`config.mk`:
```
export PLATFORM = sky130hd
export DESIGN_NAME = display_scan_scheduler
export DESIGN_NICKNAME = d
export VERILOG_FILES = /design/src/rtl/display_scan_scheduler.sv
export SDC_FILE = /design/constraint.sdc
export NUM_CORES = 1
export LEC_CHECK = 0
export CAP_MARGIN = 25
export CELL_PAD_IN_SITES_DETAIL_PLACEMENT = 1
export CELL_PAD_IN_SITES_GLOBAL_PLACEMENT = 2
export CORE_ASPECT_RATIO = 0.75
export CORE_UTILIZATION = 35
export CTS_BUF_LIST = sky130_fd_sc_hd__clkbuf_4 sky130_fd_sc_hd__clkbuf_8
export CTS_CLUSTER_SIZE = 40
export DETAILED_ROUTE_END_ITERATION = 7
export GPL_TIMING_DRIVEN = 0
export PLACE_DENSITY_LB_ADDON = 0.1
export SLEW_MARGIN = 10
export SYNTH_ARGS = -nofsm -noshare
export SYNTH_HDL_FRONTEND = slang
export SYNTH_SLANG_ARGS = --single-unit
export TNS_END_PERCENT = 5
```
`constraint.sdc`:
```
create_clock -name clk -period 2.3 [get_ports clk]
set_clock_uncertainty 0.2 [all_clocks]
set_input_delay 0.345 -clock clk [delete_from_list [all_inputs] [get_ports clk]]
set_output_delay 0.345 -clock clk [all_outputs]
set_load 0.01 [all_outputs]
```
`src/rtl/display_scan_scheduler.sv`:
```
// Scan controller for a 4-digit 7-segment display: digit multiplexing, brightness PWM,
// leading-zero blanking, per-digit blink and a frame-aligned valid/ready frame load.
module display_scan_scheduler #(
  parameter int SUB_DIV      = 1250,
  parameter int BLINK_FRAMES = 625
) (
  input  logic        clk,
  input  logic        rst,
  input  logic [15:0] bcd_in,
  input  logic [3:0]  dp_in,
  input  logic        load_valid,
  output logic        load_ready,
  input  logic [2:0]  brightness,
  input  logic        lz_en,
  input  logic [3:0]  blink_en,
  output logic [3:0]  cur_bcd,
  output logic [3:0]  digit_sel,
  output logic        dp_on,
  output logic        frame_start
);

  localparam int SUB_W = (SUB_DIV > 1) ? $clog2(SUB_DIV) : 1;
  localparam int BLK_W = (BLINK_FRAMES > 1) ? $clog2(BLINK_FRAMES) : 1;
  localparam logic [SUB_W-1:0] SUB_LAST = SUB_W'(SUB_DIV - 1);
  localparam logic [BLK_W-1:0] BLK_LAST = BLK_W'(BLINK_FRAMES - 1);

  logic [SUB_W-1:0] sub_cnt_q, sub_cnt_d;
  logic [2:0]       phase_q, phase_d;
  logic [1:0]       idx_q, idx_d;
  logic [BLK_W-1:0] blink_cnt_q, blink_cnt_d;
  logic             blink_ph_q, blink_ph_d;
  logic [15:0]      active_bcd_q, active_bcd_d;
  logic [3:0]       active_dp_q, active_dp_d;
  logic [15:0]      shadow_bcd_q, shadow_bcd_d;
  logic [3:0]       shadow_dp_q, shadow_dp_d;
  logic             pending_q, pending_d;
  logic             rdy_q, rdy_d;

  logic sub_wrap, phase_wrap, lfc, accept;
  logic [3:0] upper_zero;
  logic lzb, en;

  // Shadow/active double buffer: only the last frame cycle may swap, so frames never tear.
  always_comb begin
    sub_wrap   = (sub_cnt_q == SUB_LAST);
    phase_wrap = sub_wrap && (phase_q == 3'd7);
    lfc        = phase_wrap && (idx_q == 2'd3);
    accept     = load_valid && rdy_q && !pending_q;

    sub_cnt_d    = sub_wrap ? '0 : sub_cnt_q + 1'b1;
    phase_d      = sub_wrap ? phase_q + 3'd1 : phase_q;
    idx_d        = phase_wrap ? idx_q + 2'd1 : idx_q;
    blink_cnt_d  = blink_cnt_q;
    blink_ph_d   = blink_ph_q;
    active_bcd_d = active_bcd_q;
    active_dp_d  = active_dp_q;
    shadow_bcd_d = shadow_bcd_q;
    shadow_dp_d  = shadow_dp_q;
    pending_d    = pending_q;
    rdy_d        = 1'b1;

    if (accept) begin
      shadow_bcd_d = bcd_in;
      shadow_dp_d  = dp_in;
      pending_d    = 1'b1;
    end

    if (lfc) begin
      if (pending_q) begin
        active_bcd_d = shadow_bcd_q;
        active_dp_d  = shadow_dp_q;
        pending_d    = 1'b0;
      end
      if (blink_cnt_q == BLK_LAST) begin
        blink_cnt_d = '0;
        blink_ph_d  = !blink_ph_q;
      end else begin
        blink_cnt_d = blink_cnt_q + 1'b1;
      end
    end
  end

  always_ff @(posedge clk) begin
    if (rst) begin
      sub_cnt_q    <= '0;
      phase_q      <= '0;
      idx_q        <= '0;
      blink_cnt_q  <= '0;
      blink_ph_q   <= 1'b0;
      active_bcd_q <= '0;
      active_dp_q  <= '0;
      shadow_bcd_q <= '0;
      shadow_dp_q  <= '0;
      pending_q    <= 1'b0;
      rdy_q        <= 1'b0;
    end else begin
      sub_cnt_q    <= sub_cnt_d;
      phase_q      <= phase_d;
      idx_q        <= idx_d;
      blink_cnt_q  <= blink_cnt_d;
      blink_ph_q   <= blink_ph_d;
      active_bcd_q <= active_bcd_d;
      active_dp_q  <= active_dp_d;
      shadow_bcd_q <= shadow_bcd_d;
      shadow_dp_q  <= shadow_dp_d;
      pending_q    <= pending_d;
      rdy_q        <= rdy_d;
    end
  end

  // upper_zero[i] is set when digits i..3 are all zero; digit 0 is never blanked as a leading zero.
  always_comb begin
    upper_zero[3] = (active_bcd_q[15:12] == 4'd0);
    upper_zero[2] = upper_zero[3] && (active_bcd_q[11:8] == 4'd0);
    upper_zero[1] = upper_zero[2] && (active_bcd_q[7:4] == 4'd0);
    upper_zero[0] = upper_zero[1] && (active_bcd_q[3:0] == 4'd0);
    lzb = lz_en && (idx_q != 2'd0) && upper_zero[idx_q];
    en  = (phase_q <= brightness) && !lzb && !(blink_en[idx_q] && blink_ph_q);

    cur_bcd     = 4'd0;
    digit_sel   = 4'd0;
    dp_on       = 1'b0;
    frame_start = 1'b0;
    load_ready  = 1'b0;
    if (!rst) begin
      cur_bcd     = active_bcd_q[{idx_q, 2'b00} +: 4];
      digit_sel   = en ? (4'd1 << idx_q) : 4'd0;
      dp_on       = en && active_dp_q[idx_q];
      frame_start = (idx_q == 2'd0) && (phase_q == 3'd0) && (sub_cnt_q == '0);
      load_ready  = rdy_q && !pending_q;
    end
  end

endmodule

```
==> metrics.md <==
| Metric | Value |
|---|---|
| GR Overflow Total | `0` |
| Clk root buf | `clkbuf_8` |
| H-tree depth | `3` |
| Worst-path clk slew | `0.08 ns` |
| Post-Syn Nets | `409` |
| Top-count cell post-synth | `dfxtp_1` |
| Worst Setup Start Kind | `register` |
| Final hold violation count | `0` |
| Number of flops mapped to enable cells by yosys | `0` |
| Max Cap Viol | `0` |
| GRT Resource Usage Total | `0.203` |
| Post-synth top area share | `0.425` |
| Final Max Slew Viols | `0` |
| Area Overhead vs Synth | `29.6%` |
| Synth top area cells | `dfxtp_1, mux2i_1, nand2_1` |
| Worst VDD drop | `0.318 mV` |
| CTS Sinks | `69` |
| Worst skew pair latency | `0.36 ns` |
| Setup WS post-layout | `-0.300 ns` |
| Fmax | `385 MHz` |
| First DRT Iteration DRCs | `121` |
| Commonest cells post-synth | `dfxtp_1, nand2_1, nor2_1` |
| CTS buffer count | `9` |
| Ports | `42` |
| ANT nets after route | `0` |
| Final min period | `2.60 ns` |
| Starting Density | `0.359` |
| Outcome | `complete, but fails checks` |
| Layout cells sized above 1 | `0.173` |
| Async SR Flop Fraction | `0` |
| Failing checks | `negative setup slack` |
| CP max-delay cell | `mux4_2` |
| Syn Inst Count | `363` |
| First-pass GRT wire length | `15.1 mm` |
| Routability cong. | `0.814` |
| DRC | `0` |
| Pleak | `0.00166 uW` |
| Post-CTS Hold Buffers | `0` |
| Via density | `4.99` |
| Initial antenna violation count | `0` |
| Die area | `0.00968 sq mm` |
| Least-Margin Pin Slew | `0.617 ns` |
| Die Wd | `113 um` |
| # port buffers | `40` |
| Synth area leader | `dfxtp_1` |
| Worst hold path class | `register to register` |
| Mean Syn Cell Area | `8.95 sq um` |
| Vias | `2,773` |
| Synth unique cells | `40` |
| Crit path DAT | `2.06 ns` |
| Pre-CTS setup slack | `-0.831 ns` |
| Final Routed Wirelength | `8.87 mm` |
| Core box area | `0.00905 sq mm` |
| Vias in the first global route | `2,897` |
| Crit path max fanout | `5` |
| Critical Path Sink Type | `primary output` |
| Row count | `30` |
| Antenna diodes | `0` |
| Die Span Y | `85.4 um` |
| Fin nets | `469` |
| Cell Area, Synth | `0.00325 sq mm` |
| Prevailing post-synth register cell | `dfxtp_1` |
| CTS tree | `yes` |
| Fin Setup TNS | `-1.24 ns` |
| First drt pass iteration count | `4` |
| Endpoints failing setup | `6` |
| Synthesized flop and latch total | `69` |
| WL/cell | `16.0 um` |
| Pwr dens | `573 mW/mm^2` |
| RSZ-0062 raised after global routing | `true` |
| Slew headroom | `0.588` |
| Largest net degree at the start of global routing | `13` |
| Worst path max stage delay | `0.54 ns` |
| WS Path Type | `register to primary output` |
| R2R Setup Slk | `0.13 ns` |
| Period utilisation layout | `1.13` |
| Required @ worst endpoint | `1.75 ns` |
| Crit path cell chain | `clkbuf_16 -> mux4_2 -> a21oi_4 -> nor4bb_4 -> buf_2` |
| Register area share after synthesis | `0.425` |
| Dpl hpwl | `6.38 mm` |
| CTS Buffer Depth | `2` |
| Syn. warnings | `0` |
[metal layers]
metal | vias to the layer above | part of all wire | GRT usage
li1 | 1388 | - | -
met2 | 38 | 0.47 | 0.327
met3 | 8 | 0.027 | 0.0457
met4 | 0 | 0.013 | 0.0682
met1 | 1339 | 0.49 | 0.268
met5 | - | 0 | 0
[critical path: cells and delay by family, from the launching register on]
family / cells / cell delay (ns)
flip-flops: 1 / 0.36
multiplexers: 1 / 0.54
AND/OR/NAND/NOR: 1 / 0.25
buffers and inverters: 2 / 0.33
AO/OA/AOI/OAI: 1 / 0.21
[area by class of cell]
type | count | area, sq um
Sequential cell | 69 | 1390
Clock buffer | 11 | 139
Timing Repair Buffer | 49 | 420
Tap cell | 128 | 160
Multi-Input combinational cell | 260 | 1860
Clock inverter | 5 | 61.3
Fill cell | 1071 | 4840
Inverter | 15 | 60.1
Buffer | 19 | 120
[through the flow]
step / instance area (sq um) / std cells / hold slack [ns] / util / power (uW)
after detailed placement: 3840 / 531 / 0.249 / 0.425 / 1430
final: 4210 / 556 / 0.254 / 0.465 / 2410
after global routing: 4210 / 556 / 0.278 / 0.465 / 2520
after floorplan: 3280 / 363 / 0.236 / - / 1330
after CTS: 4200 / 556 / 0.260 / 0.464 / 2450
after global placement: 3840 / 531 / 0.244 / 0.425 / 1420
[state kept, by name, indices dropped and copies added, names as in the netlist]
signal	count
active_bcd_q	16
shadow_bcd_q	16
sub_cnt_q	11
blink_cnt_q	10
active_dp_q	4
shadow_dp_q	4
phase_q	3
idx_q	2
blink_ph_q	1
pending_q	1
rdy_q	1
[where the power goes]
group          leakage (uW)  switching (uW)  internal [uW]
Clock             0.0000926             487            527
Combinational       0.00101            82.1           85.1
Sequential         0.000562            16.7           1210
[cells by family (layout without fill, tap and decap cells)]
group / Yosys count / after routing / synth area share
compound gates: 50 / 50 / 0.0816
xor+xnor: 11 / 11 / 0.0296
fa+ha+maj: 15 / 15 / 0.0578
buf+inv: 34 / 99 / 0.0435
flops: 69 / 69 / 0.425
mux: 28 / 28 / 0.109
simple gates: 156 / 156 / 0.253
[repair_timing]
action,4_1_cts,5_1_grt
cloned,0,0
resized for setup,69,10
pin swaps,9,2
setup endpoints to repair,11,16
buffers inserted,9,0
[path summary, 6_finish.rpt]
check | startpoint | endpoint | cells after the start
min reg2reg | shadow_bcd_q[4] | shadow_bcd_q[4] | 2
max reg2reg | phase_q[0] | blink_cnt_q[7] | 6
max | idx_q[0] | digit_sel[1] | 5
min | shadow_bcd_q[4] | shadow_bcd_q[4] | 2
[cells in the final DEF, fill, tap and decap left out, types with 3 or more instances in the layout]
cell type        netlist  routed
clkinvlp_4             0       4
nor2_1                40      40
clkbuf_1              15      12
nand2_1               52      52
nand3_1                9       9
nor4bb_4               0       3
nor4_1                 6       4
xor2_1                 4       4
mux4_2                 6       6
clkbuf_8               0      10
and3_1                 5       5
buf_4                  1      10
and4_1                 4       3
buf_2                  2      12
xnor2_1                7       7
ha_1                  15      13
nand4_1                7       7
mux2i_1               22      22
or4_1                  5       5
inv_1                 15      13
clkdlybuf4s50_1        0      29
and2_1                 6       4
a21oi_1               36      35
o21ai_0                9       7
dfxtp_1               69      65
(Power assumes the default switching activity.)
